<file path="src/rtl/conv_sequencer.sv">
// Control FSM for the 3x3 binary-convolution engine: loads the kernel, slides a 3-row
// window over each SRAM image, streams column slices out and packs the returned signs into row words.
//
// state    | meaning
// IDLE     | waiting for dut_run
// WFETCH   | weight memory address 1 presented
// WLOAD    | kernel word arrives, latched; load_weights pulses next cycle
// HDR      | nrows address presented
// HDR_N    | nrows arrives; end marker check; ncols address presented
// HDR_C    | ncols arrives; choose SKIP or FILL
// SKIP     | degenerate image, jump read pointer over its rows
// FILL     | read first three rows into the window
// STREAM   | one column slice per cycle to the conv array
// COLLECT  | gather sign results until the last window column reports
// WRITE    | one output row word written
// ADVANCE  | request next image row, or back to HDR when the image is done
// ADV_WAIT | shift the new row into the window
// DONE     | end of run, busy drops next cycle
module conv_sequencer #(
    parameter int ADDR_W = 12,
    parameter int DATA_W = 16,
    parameter logic [DATA_W-1:0] END_MARKER = 16'h00FF
) (
    input  logic              clk,
    input  logic              reset_b,
    input  logic              dut_run,
    output logic              dut_busy,
    output logic [ADDR_W-1:0] dut_sram_read_address,
    input  logic [DATA_W-1:0] sram_dut_read_data,
    output logic [ADDR_W-1:0] dut_wmem_read_address,
    input  logic [DATA_W-1:0] wmem_dut_read_data,
    output logic [ADDR_W-1:0] dut_sram_write_address,
    output logic [DATA_W-1:0] dut_sram_write_data,
    output logic              dut_sram_write_enable,
    output logic              load_weights,
    output logic [8:0]        weights_data,
    output logic              conv_go,
    output logic [2:0]        d_in,
    output logic [3:0]        coli_in,
    input  logic              res_valid,
    input  logic [3:0]        res_col,
    input  logic              res_neg
);

    typedef enum logic [3:0] {
        IDLE, WFETCH, WLOAD, HDR, HDR_N, HDR_C, SKIP, FILL,
        STREAM, COLLECT, WRITE, ADVANCE, ADV_WAIT, DONE
    } state_t;

    state_t state, next_state;

    logic [ADDR_W-1:0] rd_ptr, wr_ptr, nrows_r, rows_left;
    logic [4:0]        ncols_r;
    logic [3:0]        col;
    logic [1:0]        fill_cnt;
    logic              small_r, lw_r;
    logic [8:0]        wt_r;
    logic [DATA_W-1:0] row0, row1, row2, acc, mask;
    logic              is_end, hdr_small, last_col, trig;
    logic              unused_wmem;

    assign is_end    = (sram_dut_read_data == END_MARKER);
    assign hdr_small = (sram_dut_read_data < DATA_W'(3));
    assign last_col  = ({1'b0, col} == (ncols_r - 5'd1));
    assign trig      = res_valid && ({1'b0, res_col} == (ncols_r - 5'd3));
    // only ncols-2 windows exist per row; higher accumulator bits are never valid output
    assign mask      = (DATA_W'(1) << (ncols_r - 5'd2)) - DATA_W'(1);
    assign unused_wmem = ^wmem_dut_read_data[DATA_W-1:9];

    assign dut_sram_read_address  = rd_ptr;
    assign dut_sram_write_address = wr_ptr;
    assign load_weights           = lw_r;
    assign weights_data           = wt_r;
    assign dut_busy               = (state != IDLE);

    always_ff @(posedge clk or posedge reset_b) begin
        if (reset_b) begin
            state     <= IDLE;
            rd_ptr    <= '0;
            wr_ptr    <= '0;
            nrows_r   <= '0;
            rows_left <= '0;
            ncols_r   <= '0;
            col       <= '0;
            fill_cnt  <= '0;
            small_r   <= 1'b0;
            lw_r      <= 1'b0;
            wt_r      <= '0;
            row0      <= '0;
            row1      <= '0;
            row2      <= '0;
            acc       <= '0;
        end else begin
            state <= next_state;
            lw_r  <= (state == WLOAD);
            case (state)
                IDLE: if (dut_run) begin
                    rd_ptr <= '0;
                    wr_ptr <= '0;
                    acc    <= '0;
                end
                WLOAD: wt_r <= wmem_dut_read_data[8:0];
                HDR:   rd_ptr <= rd_ptr + ADDR_W'(1);
                HDR_N: if (!is_end) begin
                    nrows_r <= sram_dut_read_data[ADDR_W-1:0];
                    small_r <= hdr_small;
                    rd_ptr  <= rd_ptr + ADDR_W'(1);
                end
                HDR_C: begin
                    ncols_r  <= sram_dut_read_data[4:0];
                    fill_cnt <= '0;
                end
                SKIP: rd_ptr <= rd_ptr + nrows_r;
                FILL: begin
                    if (fill_cnt != 2'd3)
                        rd_ptr <= rd_ptr + ADDR_W'(1);
                    if (fill_cnt != 2'd0) begin
                        row0 <= row1;
                        row1 <= row2;
                        row2 <= sram_dut_read_data;
                    end
                    fill_cnt <= fill_cnt + 2'd1;
                    if (fill_cnt == 2'd3) begin
                        col       <= '0;
                        rows_left <= nrows_r - ADDR_W'(3);
                    end
                end
                STREAM:  col <= col + 4'd1;
                COLLECT: if (res_valid) acc[res_col] <= res_neg;
                WRITE: begin
                    wr_ptr <= wr_ptr + ADDR_W'(1);
                    acc    <= '0;
                end
                ADVANCE: if (rows_left != '0) begin
                    rd_ptr    <= rd_ptr + ADDR_W'(1);
                    rows_left <= rows_left - ADDR_W'(1);
                end
                ADV_WAIT: begin
                    row0 <= row1;
                    row1 <= row2;
                    row2 <= sram_dut_read_data;
                    col  <= '0;
                end
                default: ;
            endcase
        end
    end

    always_comb begin
        next_state            = state;
        dut_wmem_read_address = '0;
        dut_sram_write_enable = 1'b0;
        dut_sram_write_data   = '0;
        conv_go               = 1'b0;
        d_in                  = '0;
        coli_in               = '0;
        case (state)
            IDLE:    if (dut_run) next_state = WFETCH;
            WFETCH: begin
                dut_wmem_read_address = ADDR_W'(1);
                next_state = WLOAD;
            end
            WLOAD:   next_state = HDR;
            HDR:     next_state = HDR_N;
            HDR_N:   next_state = is_end ? DONE : HDR_C;
            HDR_C:   next_state = (small_r || hdr_small) ? SKIP : FILL;
            SKIP:    next_state = HDR;
            FILL:    if (fill_cnt == 2'd3) next_state = STREAM;
            STREAM: begin
                conv_go = 1'b1;
                d_in    = {row2[col], row1[col], row0[col]};
                coli_in = col;
                if (last_col) next_state = COLLECT;
            end
            COLLECT: if (trig) next_state = WRITE;
            WRITE: begin
                dut_sram_write_enable = 1'b1;
                dut_sram_write_data   = acc & mask;
                next_state = ADVANCE;
            end
            ADVANCE:  next_state = (rows_left == '0) ? HDR : ADV_WAIT;
            ADV_WAIT: next_state = STREAM;
            DONE:     next_state = IDLE;
            default:  next_state = IDLE;
        endcase
    end

endmodule

</file>
<file path="config.mk">
export PLATFORM = sky130hd
export DESIGN_NAME = conv_sequencer
export DESIGN_NICKNAME = d
export VERILOG_FILES = /design/src/rtl/conv_sequencer.sv
export SDC_FILE = /design/constraint.sdc
export NUM_CORES = 1
export LEC_CHECK = 0
export CAP_MARGIN = 10
export CORE_AREA = 3 3 141 143
export CTS_CLUSTER_SIZE = 25
export DETAILED_ROUTE_END_ITERATION = 8
export DIE_AREA = 0 0 144 146
export GPL_TIMING_DRIVEN = 0
export PLACE_DENSITY_LB_ADDON = 0.25
export SYNTH_ARGS = -nofsm -noshare
export SYNTH_HDL_FRONTEND = slang
export SYNTH_SLANG_ARGS = --single-unit
</file>
<file path="constraint.sdc">
create_clock -name clk -period 7.1 [get_ports clk]
set_input_delay 2.13 -clock clk [delete_from_list [all_inputs] [get_ports clk]]
set_output_delay 2.13 -clock clk [all_outputs]
set_load 0.02 [all_outputs]
</file>
-- Yosys cells after proc, flatten, opt, wreduce, memory -nomap -nowiden
Cells that the tools add are included.
- $add $sub $neg: 11
- magnitude comparators: 4
- equal/unequal tests: 26
- shift operators: 1
- muxes and demuxes: 44
- bitwise logic cells: 2
- reduce and logical (&&, ||, !) cells: 24
- operators with widths (cell ; count):
    two-way mux 16 bit ; 6
    one-hot mux 16 bit (2 select lines) ; 3
    two-way mux 12 bit ; 6
    one-hot mux 12 bit (6 select lines) ; 1
    one-hot mux 12 bit (2 select lines) ; 2
    one-hot mux 16 bit (3 select lines) ; 1
    one-hot mux 4 bit (12 select lines) ; 1
    two-way mux 4 bit ; 8
    adder 12 x 1 -> 12 bit (second input constant) ; 2
    equality test 4 bit (second input constant) ; 5
    != test 2 bit (second input constant) ; 10
    AND 16 bit ; 1
    bitwise mux 16 bit ; 1
    equality test 16 x 8 -> 1 bit (second input constant) ; 1
    equality test 4 x 3 -> 1 bit (second input constant) ; 4
    < comparator 16 x 2 -> 1 bit (second input constant) ; 1
    left shift 1 x 5 -> 16 bit (first input constant) ; 1
    subtractor 16 x 2 -> 16 bit (second input constant) ; 1
    adder 12 bit ; 1
    binary-select mux 1 bit (select 4 bit) ; 3
    zero test 12 bit ; 1
    one-hot mux 4 bit (3 select lines) ; 1
    nonzero test 12 bit ; 1
    subtractor 12 x 1 -> 12 bit (second input constant) ; 1
    28 further kinds ; 49
- flip-flop bits (word level): 138
- input port bits: 41
- output and inout port bits: 72
- logic and storage cells: 127

-- Depth between registers and ports, before layout
Gate-level depths: netlist of the first run.
- depth after elaboration: 7
- gate-level depth with buffers: 13
- depth with buffers taken out: 12

-- Worst setup path after synthesis of the first run
OpenSTA, ideal clock, no wires.
- kind: flip-flop to output port
- from: register ncols_r[2]
- to: output dut_sram_write_data[4]
- data arrival time: 2.763 ns
- data required time: 4.970 ns
- setup slack: 2.207 ns
- stages on the path, launching flop included: 14
- buffers on the path: 1
- path through: dfrtp_1 -> inv_1 -> ha_1 -> buf_2 -> inv_1 -> mux2_2 -> o22ai_2 -> nand3_1 -> ha_1 -> inv_1 -> nand2_1 -> o21ai_0 -> nand2_1 -> a21oi_1
- cells in the longest elaborated chain, start to end: 5
- ends and longest elaborated chain (element ; RTL line ; text):
    start, declared ; 53 ; logic [4:0] ncols_r;
    start signal, assigned ; 110 ; ncols_r <= sram_dut_read_data[4:0];
    subtractor 5 x 2 -> 5 bit ; 67 ; assign mask = (DATA_W'(1) << (ncols_r - 5'd2)) - DATA_W'(1);
    left shift 1 x 5 -> 16 bit ; 67 ;
    subtractor 16 x 2 -> 16 bit ; 67 ;
    AND 16 bit ; 178 ; dut_sram_write_data = acc & mask;
    two-way mux 16 bit ; 157 ; case (state)
    end, declared ; 33 ; output logic [DATA_W-1:0] dut_sram_write_data,
Every way passes these cells.

-- Worst setup path in the final report of the first run
- from: register ncols_r[2]
- to: output dut_sram_write_data[14]
The elaborated chain is that of the path after synthesis.

==> impl_metrics.tcl, run 1 <==
set metrics [dict create \
    clk_latency_ns 0.43 \
    syn_area_per_cell_sq_um 9.75 \
    cp.arrival_ns 4.14 \
    yosys-top-cells-area "dfrtp_1 41%, mux2_2 9.7%, o21ai_0 4.1%" \
    cap_violations 0 \
    required_ns 4.97 \
    grt_use_met2 0.315 \
    grtUsageMet1 0.295 \
    cts_buffers 17 \
    crit_top_cell "inv_1" \
    nets 1050 \
    hpwl_microns 15200 \
    finalPower_uw 4670 \
    drv_slew 0 \
    antenna_left 0 \
    htree_num_levels 4 \
    crit_chain "inv_1, ha_1, buf_2, inv_1, mux2_2, o22ai_2, nand3_1, ha_1, inv_1, o311ai_1, a21oi_1, o211a_1, clkdlybuf4s50_1" \
    ios 113 \
    grt_pass1_vias 6801 \
    drc 0 \
    yosysUniqueCellTypes 77 \
    worst_pin_slew_ns 0.616 \
    area_growth_pct 22.7 \
    cts_root_buffer "clkbuf_16" \
    firstDrtPassIters 7 \
    yosysSeqAreaShare 0.412 \
    track_usage 0.205 \
    reg2regPathDepth 12 \
    hold_depth 1 \
    async_flop_share 1.00 \
    clockBufferDepth 2 \
    syn_area_sq_um 8380 \
    synth_flop_cell "dfrtp_1" \
    cp-start-kind "register" \
    io_buffers 92 \
    dpl_cell_area_sq_um 9670 \
    dr_total_vias 6889 \
    synth-edff-count 0 \
    ys_ff_latch 138 \
    fin_area_sq_um 10300 \
    antenna_found_initial 0 \
    yosysTopAreaCellShare 0.412 \
    die_height_microns 146 \
    crit_fanout 9 \
    critPathCaptureType "output port" \
    core_sq_um 18700 \
    wl_microns 20900 \
    min_period_ns 6.27 \
    cts_tree "done" \
    use_met3 0.0480 \
    clk_pin_slew_ns 0.07 \
    fp.dieW_microns 144 \
    period_share 0.883 \
    p_leak_uw 0.00432 \
    post_cts_buffers 0 \
    cts_resized 0 \
    skew_ns 0.0112 \
    ys_top_cells_by_count "138 x dfrtp_1, 88 x nand2_1, 72 x mux2_2, 68 x o21ai_0, 51 x a21oi_1" \
    ctsHoldBuffers 0 \
    drtIter0Drc 434 \
    top_usage_layer "met2" \
    drive_gt1_frac 0.170 \
    syn-instance-count 860 \
    wire_per_inst_microns 17.0 \
    setup.worst_path.class "register to output port" \
    max_freq_mhz 159 \
    yosysWarnings 0 \
    grt_pass1_wl_microns 34900 \
    p_per_area_nw_per_um2 454 \
    yosysMostFrequentCell "dfrtp_1" \
    grt_max_degree 74 \
    ir_worst_vdd_v 0.000230 \
    relSlewSlack 0.589 \
    overflow 0 \
    initial_utilization 0.448 \
    finalHoldViolCount 0 \
    diodes 0 \
    via_per_inst 5.61 \
    slowest_delay_ns 0.60 \
    setup_tns_ns 0 \
    fp-row-count 50 \
    setup_viol_count_final 0 \
    cts.sinks 138 \
    rsz0062_at_grt "false" \
    die-area_sq_um 21000 \
    gp_congestion 0.890 \
    yosysTopAreaCell "dfrtp_1" \
    fin_util 0.550 \
    status "finished, final reports clean" \
    slowest_stage "clkdlybuf4s50_1" \
    hp-class "register to register" \
]
## kinds of logic after synthesis
group,after synthesis,share of synthesized area
AO/OA/AOI/OAI,216,0.161
XOR/XNOR,34,0.0355
adder cells (fa/ha/maj),27,0.0412
buffers and inverters,78,0.0421
flip-flops,138,0.412
multiplexers,90,0.141
other,1,0.000447
AND/OR/NAND/NOR,276,0.167
## cell usage in the layout, fill, tap and decap left out, types with 9 or more instances in the layout
cell             count
clkbuf_1            30
and3_1               9
clkdlybuf4s50_1     92
nand2b_1            12
nand2_1             88
o21ai_1             15
dfrtp_1            138
buf_2               15
inv_1               16
mux4_2              15
a21oi_1             51
nand3_1             35
buf_4               11
o31ai_1             10
and2_1              20
xnor2_1             22
ha_1                26
clkbuf_16           17
o21ai_0             68
conb_1              11
nor2_1              47
nor3_1              16
mux2_2              72
xor2_1              12
## critical path, delay by kind of cell, from the launching register on
family                   cells  cell delay (ns)
AND/OR/NAND/NOR              1             0.21
adder cells (fa/ha/maj)      2             0.56
multiplexers                 1             0.38
buffers and inverters        5             1.19
AO/OA/AOI/OAI                4             0.90
flip-flops                   1             0.47
## stage by stage
| stage | instances | setup WS, ns | hold WS, ns |
|---|---|---|---|
| 2_1_floorplan | 870 | 1.27 | 0.469 |
| 3_3_place_gp | 1196 | -0.837 | 0.483 |
| 3_5_place_dp | 1197 | 1.30 | 0.492 |
| 4_1_cts | 1229 | 0.813 | 0.505 |
| 5_1_grt | 1229 | 0.566 | 0.513 |
| 6_report | 1229 | 0.827 | 0.498 |
## power breakdown
| group | switching [uW] | internal [uW] |
|---|---|---|
| Clock | 424 | 482 |
| Sequential | 293 | 1110 |
| Combinational | 1270 | 1090 |
## cell type report
cell class                      count  area (sq um)
Buffer                             59           282
Tap cell                          234           293
Clock inverter                     15           196
Multi-Input combinational cell    654          4620
Sequential cell                   138          3450
Timing Repair Buffer               93           948
Clock buffer                       17           425
Fill cell                        1661          8420
Inverter                           19          76.3
## routing by layer
metal / wire length (microns) / up-vias / share of wire
li1: - / 3340 / -
met1: 9700 / 3349 / 0.46
met2: 9770 / 184 / 0.47
met3: 1250 / 16 / 0.060
met4: 218 / 0 / 0.010
met5: 0 / - / 0
## flip-flops by register name, summed over array words and instances, names as in the netlist
| register | count |
|---|---|
| acc | 16 |
| col | 4 |
| dut_sram_read_address | 12 |
| dut_sram_write_address | 12 |
| fill_cnt | 2 |
| load_weights | 1 |
| ncols_r | 5 |
| nrows_r | 12 |
| row0 | 16 |
| row1 | 16 |
| row2 | 16 |
| rows_left | 12 |
| small_r | 1 |
| state | 4 |
| weights_data | 9 |
## path summary, 6_finish.rpt
check	start	endpoint	slack [ns]
worst max register to register	state[0]	dut_sram_read_address[11]	3.55
worst max-delay path	ncols_r[2]	dut_sram_write_data[14]	0.83
min in group asynchronous	reset_b	dut_sram_write_address[7]	2.17
max in group asynchronous	reset_b	row2[2]	4.15
worst min register to register	dut_sram_write_address[11]	dut_sram_write_address[11]	0.50
worst min-delay path	dut_sram_write_address[11]	dut_sram_write_address[11]	0.50
Note: power is estimated with default switching activity, not from simulation.
==> run 2, diff against run 1 <==
clock period = 6.9 ns   (was 7.1 ns; I/O delays follow)
==> results of run 2 <==
The final DEF is identical to that of run 1. Status: finished, final reports clean.
Main changes from that run: setup slack after placement 1.30 ns -> 1.16 ns; setup slack after layout 0.827 ns -> 0.687 ns; register-to-register setup slack 3.55 ns -> 3.35 ns; total power 4670 uW -> 4800 uW; worst IR drop on VDD 0.000230 V -> 0.000237 V
==> run 3, diff against run 2 <==
PLACE_DENSITY = 0.68   (was not set)
PLACE_DENSITY_LB_ADDON = not set   (was 0.25)
==> run 3 against run 2 <==
Sequential power barely moved. First-iteration DRC count fell by 19%. Total power up 0.49%. Sequential share of layout area about the same. Critical path depth unchanged. Die area did not move. Maximum frequency up 0.15%. Design area about the same. Combinational power hardly changed. Final cell count stayed put. Count of clock-buffer cells in the layout increased by 2.
==> impl_metrics.tcl, run 3 (same netlist as run 1, synthesis figures left out) <==
set metrics [dict create \
    dp.cells 1197 \
    core_sq_um 18700 \
    cp-start-kind "register" \
    nets 1050 \
    post_cts_buffers 0 \
    fin_cells 1229 \
    ios 113 \
    cts_root_buffer "clkbuf_16" \
    hold_depth 1 \
    grt_max_degree 86 \
    finalHoldViolCount 0 \
    final_cell_mix "138 x dfrtp_1, 92 x clkdlybuf4s50_1, 88 x nand2_1" \
    setup.worst_path.class "register to output port" \
    status "finished, final reports clean" \
    hp-class "register to register" \
    slowest_delay_ns 0.60 \
    finalPower_uw 4830 \
    ctsHoldBuffers 0 \
    die_height_microns 146 \
    fp-row-count 50 \
    htree_num_levels 4 \
    max_freq_mhz 161 \
    die-area_sq_um 21000 \
    cts_resized 0 \
    fin_area_sq_um 10300 \
    crit_top_cell "inv_1" \
    setup_viol_count_final 0 \
    critPathCaptureType "output port" \
    crit_chain "inv_1, ha_1, buf_2, inv_1, mux2_2, o22ai_2, nand3_1, ha_1, inv_1, o311ai_1, a21oi_1, o211a_1, clkdlybuf4s50_1" \
    cts_tree "done" \
    grt_pass1_wl_microns 34100 \
    firstDrtPassIters 5 \
    antenna_left 0 \
    relSlewSlack 0.585 \
    drc 0 \
    track_usage 0.200 \
    rsz0062_at_grt "false" \
    via_per_inst 5.62 \
    worst_pin_slew_ns 0.623 \
    diodes 0 \
    io_buffers 92 \
    dr_total_vias 6907 \
    drv_slew 0 \
    dpl_cell_area_sq_um 9670 \
    ir_worst_vdd_v 0.000280 \
    cts.sinks 138 \
    register_area_sq_um 3450 \
    cts_buffers 17 \
    crit_fanout 9 \
    grt_pass1_vias 6714 \
    overflow 0 \
    min_period_ns 6.20 \
    cap_violations 0 \
    p_leak_uw 0.00431 \
    clk_latency_ns 0.42 \
    gp_congestion 0.873 \
    rrSetupSlack_ns 3.33 \
    required_ns 4.83 \
    p_per_area_nw_per_um2 469 \
    period_share 0.899 \
    drive_gt1_frac 0.169 \
    hpwl_microns 15000 \
    cp.arrival_ns 4.13 \
    antenna_found_initial 0 \
    slowest_stage "clkdlybuf4s50_1" \
    drtIter0Drc 350 \
    initial_utilization 0.448 \
    area_growth_pct 22.7 \
    multi_input_area_sq_um 4620 \
    skew_ns 0.00742 \
    wl_microns 20600 \
    clockBufferDepth 2 \
    mostFrequentLayoutCell "dfrtp_1" \
    wire_per_inst_microns 16.8 \
    fillCellCount 1692 \
    reg2regPathDepth 12 \
    clk_pin_slew_ns 0.06 \
    fp.dieW_microns 144 \
]
## run 3: final timing paths
path                                            start                    endpoint
max                                        ncols_r[2]     dut_sram_write_data[14]
min                        dut_sram_write_address[11]  dut_sram_write_address[11]
max reg2reg                                  state[0]   dut_sram_read_address[11]
min reg2reg                dut_sram_write_address[11]  dut_sram_write_address[11]
max in group asynchronous                     reset_b                     row1[9]
min in group asynchronous                     reset_b   dut_sram_write_address[9]
## run 3: routing by layer
layer,part of all wire,GRT usage,routed length [microns],up-vias
met1,0.47,0.288,9730,3361
met5,0,0,0,-
li1,-,-,-,3330
met2,0.46,0.307,9530,199
met4,0.0097,0.0457,200,0
met3,0.056,0.0460,1150,17
## run 3: area by class of cell
type                    count  share of cell area
plain buffers              59              0.0274
clock buffers              19              0.0430
clock inverters            13              0.0175
inverters                  19             0.00742
multi-input cells         654               0.449
flip-flops and latches    138               0.336
well taps                 234              0.0284
repair buffers             93              0.0922
## run 3: worst max-delay path: cells and delay by family (launching register included)
kind                     cells  cell delay [ns]
flip-flops                   1             0.47
buffers and inverters        5             1.19
adder cells (fa/ha/maj)      2             0.56
AND/OR/NAND/NOR              1             0.20
AO/OA/AOI/OAI                4             0.92
multiplexers                 1             0.38
## run 3: report_power, final
group          internal (uW)  switching, uW  total, uW
sequential              1150            303       1450
combinational           1120           1300       2410
clock                    589            377        966
## run 3: metrics by stage
stage	utilization	hold slack, ns	setup TNS (ns)	setup WS [ns]
CTS	0.550	0.497	0	0.692
detailed placement	0.517	0.485	0	1.16
global route	0.550	0.517	0	0.429
global placement	0.515	0.481	-137.39	-1.01
floorplan	-	0.469	0	1.13
finish	0.550	0.492	0	0.697
